**config.mk**
```make
export PLATFORM = sky130hd
export DESIGN_NAME = led_display_arbiter
export DESIGN_NICKNAME = d
export VERILOG_FILES = /design/src/rtl/led_display_arbiter.sv
export SDC_FILE = /design/constraint.sdc
export NUM_CORES = 1
export LEC_CHECK = 0
export ABC_AREA = 1
export CAP_MARGIN = 25
export CORE_MARGIN = 5
export CORE_UTILIZATION = 35
export DETAILED_ROUTE_END_ITERATION = 7
export SLEW_MARGIN = 20
export SYNTH_ARGS = -nofsm -noshare
export SYNTH_HDL_FRONTEND = slang
export SYNTH_SLANG_ARGS = --single-unit
```
**constraint.sdc**
```tcl
create_clock -name clk -period 1.8 [get_ports clk]
set_input_delay 0.18 -clock clk [delete_from_list [all_inputs] [get_ports clk]]
set_output_delay 0.18 -clock clk [all_outputs]
set_load 0.1 [all_outputs]
```
**src/rtl/led_display_arbiter.sv**
```systemverilog
// led_display_arbiter: round-robin arbiter sharing the 8-bit LED output between pattern sources
//
// Each granted source has its pattern latched and shown for HOLD_TICKS prescaled
// ticks. The grant is then released through a one-cycle DONE state, and priority
// rotates to the source after the winner.
//
// Ports:
//   clk        clock
//   reset      synchronous, active-high reset
//   req        level request per source; hold until done/aborted
//   pattern_in pattern of source i at [8*i+7:8*i]
//   grant      one-hot registered grant, all-zero when idle
//   led_out    registered display value
//   busy       high while a pattern is shown
//   done       one-cycle pulse at release
//   aborted    one-cycle pulse with done when release was early
//
// Optional feature: define LED_ARB_PREEMPT_EN to give req[0] absolute priority.
// Source 0 then wins arbitration unconditionally and preempts any other source
// that is being shown.
module led_display_arbiter #(
  parameter int          NUM_REQ      = 4,
  parameter logic [23:0] TICK_DIV     = 24'd10_000_000,
  parameter logic [7:0]  HOLD_TICKS   = 8'd4,
  parameter logic [7:0]  IDLE_PATTERN = 8'h00
) (
  input  logic                 clk,
  input  logic                 reset,
  input  logic [NUM_REQ-1:0]   req,
  input  logic [8*NUM_REQ-1:0] pattern_in,
  output logic [NUM_REQ-1:0]   grant,
  output logic [7:0]           led_out,
  output logic                 busy,
  output logic                 done,
  output logic                 aborted
);
  localparam int IW = $clog2(NUM_REQ);
  typedef enum logic [1:0] {IDLE, SHOW, DONE} state_t;
  state_t state, state_n;
  logic [IW-1:0] rr_ptr, rr_n, win_q, win_n, win;
  logic [23:0] prescaler, pre_n;
  logic [7:0] tick_cnt, tick_n, led_n, pat;
  logic [NUM_REQ-1:0] grant_n, rot;
  logic busy_n, done_n, abort_n, preempt, tick;
  // Requests rotated so bit 0 is rr_ptr. The downward scan keeps the lowest set bit,
  // which is the first requester at or after rr_ptr.
  always_comb begin
    rot = NUM_REQ'({req, req} >> rr_ptr);
    win = rr_ptr;
    for (int k = NUM_REQ - 1; k >= 0; k--)
      if (rot[k]) win = IW'((int'(rr_ptr) + k) % NUM_REQ);
`ifdef LED_ARB_PREEMPT_EN
    if (req[0]) win = '0;
    preempt = req[0] && !grant[0];
`else
    preempt = 1'b0;
`endif
    pat = 8'(pattern_in >> {win, 3'b000});
  end
  always_comb begin
    state_n = state;
    rr_n    = rr_ptr;
    win_n   = win_q;
    pre_n   = prescaler;
    tick_n  = tick_cnt;
    grant_n = grant;
    led_n   = led_out;
    busy_n  = busy;
    done_n  = 1'b0;
    abort_n = 1'b0;
    tick    = prescaler == TICK_DIV - 24'd1;
    case (state)
      IDLE: if (|req) begin
        state_n = SHOW;
        win_n   = win;
        grant_n = NUM_REQ'(1) << win;
        led_n   = pat;
        pre_n   = '0;
        tick_n  = '0;
        busy_n  = 1'b1;
      end
      SHOW: begin
        pre_n  = tick ? 24'd0 : prescaler + 24'd1;
        tick_n = tick ? tick_cnt + 8'd1 : tick_cnt;
        // The winner's request is checked through grant, which is one-hot on the winner.
        // A dropped request takes precedence over a coincident final tick.
        abort_n = !(|(req & grant)) || preempt;
        if (abort_n || (tick && tick_cnt == HOLD_TICKS - 8'd1)) begin
          state_n = DONE;
          done_n  = 1'b1;
          grant_n = '0;
          led_n   = IDLE_PATTERN;
          busy_n  = 1'b0;
          pre_n   = '0;
          tick_n  = '0;
        end
      end
      DONE: begin
        state_n = IDLE;
        rr_n    = IW'((int'(win_q) + 1) % NUM_REQ);
      end
      default: state_n = IDLE;
    endcase
  end
  always_ff @(posedge clk) begin
    if (reset) begin
      state     <= IDLE;
      rr_ptr    <= '0;
      win_q     <= '0;
      prescaler <= '0;
      tick_cnt  <= '0;
      grant     <= '0;
      led_out   <= IDLE_PATTERN;
      busy      <= 1'b0;
      done      <= 1'b0;
      aborted   <= 1'b0;
    end else begin
      state     <= state_n;
      rr_ptr    <= rr_n;
      win_q     <= win_n;
      prescaler <= pre_n;
      tick_cnt  <= tick_n;
      grant     <= grant_n;
      led_out   <= led_n;
      busy      <= busy_n;
      done      <= done_n;
      aborted   <= abort_n;
    end
  end
endmodule
```
==> impl_results.md <==
* Seq/Total Area, Yosys at 0.337
* DP HPWL at 6620 um
* Area Growth Syn to Fin at 48.3%
* Largest net degree at the start of global routing at 31
* Most frequent cells in the layout: nand2_1, buf_4, dfxtp_1
* Fin crit period at 1.80 ns
* Initial antenna violation count at 0
* Max Slew Vio Count at 0
* GPL Wtd Cong at 0.860
* 1st-pass router iterations at 4
* Most common cell after layout, fill and taps aside: nand2_1
* Pwr Density at 1070 nW/um2
* Post-CTS Hold Fix Bufs at 0
* VDD IR max at 0.00109 V
* Net Count, Synth at 526
* Setup TNS at -0.00545 ns
* Ant. Diodes at 0
* Initial drt markers at 166
* DRT antenna net count at 0
* Asr flop ratio synth at 0
* Worst rel slew slack at 0.750
* Worst-Margin Slew at 0.374 ns
* Nets at 639
* H-tree levels at 2
* Final worst setup slack at -0.00467 ns
* Seq cells post-synth at 53
* Initial core utilization at 0.359
* Crit-path max FO at 6
* Final Hold Viols at 0
* Cell breakdown of the critical path: ha_4 > nand2_4 > nor2_4 > inv_2 > nor3_2 > nand4_1 > nand2_2 > buf_6 > nor2_4 > buf_4 > buf_6 > o211ai_1 > a21oi_1
* Core ar. at 8760 um2
* Layout cells sized above 1 at 0.305
* Longest Clk Path Bufs at 2
* Final wirelength at 9090 um
* Input/output buffers at 52
* Critical Path Max Stage Delay at 0.37 ns
* Crit path max-delay family: simple AND/OR/NAND/NOR gates
* Die height at 105 um
* Number of global-route vias before repair at 3289
* Leak at 1.92 nW
* CP bufs+invs at 4
* Final period utilization at 1.00
* First-pass GRT wire length at 14700 um
* Fmax at 554 MHz
* Post-Synthesis Cells at 486
* CTS tree: built
* Violated checks: negative setup slack
* Crit path DAT at 2.00 ns
* CTS Root Cell: clkbuf_8
* DR vias at 3500
* I/O pin count at 53
* Prevailing post-synth register cell: dfxtp_1
* Gr usage total at 0.156
* GR Overflow Total at 0
* FILL cells at 827
* CP Launch Type: flip-flop
* Post-synth EDFFs at 0
* Critical Path End Type: flip-flop
* Clock sinks at 53
* Final setup fails at 2
* Clock transition at path regs at 0.10 ns
* Post-synthesis area per instance at 6.48 um2
* Final Instance Area at 4670 um2
* Max-cap violations at 0
* Yosys cell types at 36
* Die X at 105 um
* Post-DP Area at 4170 um2
* Residual DRC at 0
* Num rows at 34
* Slowest cell on crit path: dfxtp_4
* Per-cell routed wire length at 12.8 um
* Clk_lat worst skew at 0.31 ns
* Die area at 11000 um2
* Warning count from the yosys run at 0
* RSZ-0062 raised after global routing: true
* Hold Crit Class: flip-flop to flip-flop
* Via-to-Cell Ratio at 4.94
* Final worst clock skew at 0.0161 ns
* CTS buffer count at 5
* Crit Path Class: flip-flop to flip-flop
* Critical path data required time at 2.00 ns
* Mapped Area at 3150 um2
* Status: finished, violations left
## synth_stat cells (4+ instances only)
cell type,n,share of area
a21oi_1,38,0.060
a21oi_2,4,0.011
and3_1,4,0.0079
buf_2,8,0.013
clkbuf_1,5,0.0060
dfxtp_1,53,0.34
inv_1,41,0.049
inv_2,5,0.0060
nand2_1,158,0.19
nand2_2,7,0.014
nand3_1,39,0.062
nand4_1,10,0.020
nor2_1,35,0.042
nor2_2,5,0.0099
nor3_1,7,0.011
nor4_1,6,0.012
o211ai_1,7,0.017
o21ai_0,19,0.030
xor2_1,8,0.022
## area by class of cell
class,instances,area [um2],share of cell area
Multi-Input combinational cell,371,2090,0.447
Sequential cell,53,1080,0.231
Timing Repair Buffer,120,1070,0.229
Inverter,48,200,0.0429
Tap cell,108,135,0.0290
Clock buffer,6,82.6,0.0177
Clock inverter,2,17.5,0.00375
## path summary, 6_finish.rpt
| path | end | slack [ns] | startpoint | cells after the start |
|---|---|---|---|---|
| worst min register to register | win_q[1] | 0.48 | win_q[1] | 2 |
| worst max-delay path | prescaler[15] | -0.005 | prescaler[0] | 13 |
| worst max register to register | prescaler[15] | -0.005 | prescaler[0] | 13 |
| worst min-delay path | win_q[1] | 0.48 | win_q[1] | 2 |
## cell families after synthesis
family,count (synthesis),synth area share
adder cells (fa/ha/maj),2,0.00795
XOR/XNOR,10,0.0278
AO/OA/AOI/OAI,77,0.141
flip-flops,53,0.337
AND/OR/NAND/NOR,280,0.396
buffers and inverters,64,0.0894
## registers in the layout, indices dropped and copies added (netlist names)
register	count
aborted	1
busy	1
done	1
grant	4
led_out	8
prescaler	24
rr_ptr	2
state	2
tick_cnt	8
win_q	2
## power by group
part           switching, W  internal, W  leakage, nW
sequential         0.000122      0.00131        0.434
combinational       0.00183     0.000970         1.43
clock              0.000416     0.000320       0.0518
## metal layers
metal,GRT usage,routed length [um]
met5,0,0
met4,0.0365,143
met3,0.0271,346
met1,0.209,4260
met2,0.260,4340
## per-stage QoR
stage                     instances  setup slack (ns)   util  power [W]  hold WS [ns]
after CTS                       700           -0.0136  0.500    0.00472         0.481
after floorplan                 486            0.0396      -    0.00315         0.422
after global placement          689            -0.242  0.476    0.00390         0.454
after detailed placement        689            -0.279  0.476    0.00393         0.465
after global routing            708            -0.167  0.533    0.00529         0.501
final                           708          -0.00467  0.533    0.00498         0.482
## tightest hold or removal path, cell delays in order (launching register included)
cell,delay [ns]
dfxtp_1,0.33
nand2_1,0.06
a21oi_1,0.05
## repair_timing
| item | in CTS | in global routing |
|---|---|---|
| setup buffers | 3 | 6 |
| endpoints found under the hold margin | 0 | 0 |
| endpoints found under the setup margin | 29 | 42 |
| pin swaps | 9 | 41 |
| gates resized for setup | 27 | 68 |
| gates cloned | 0 | 3 |
Note: power is estimated with default switching activity, not from simulation.
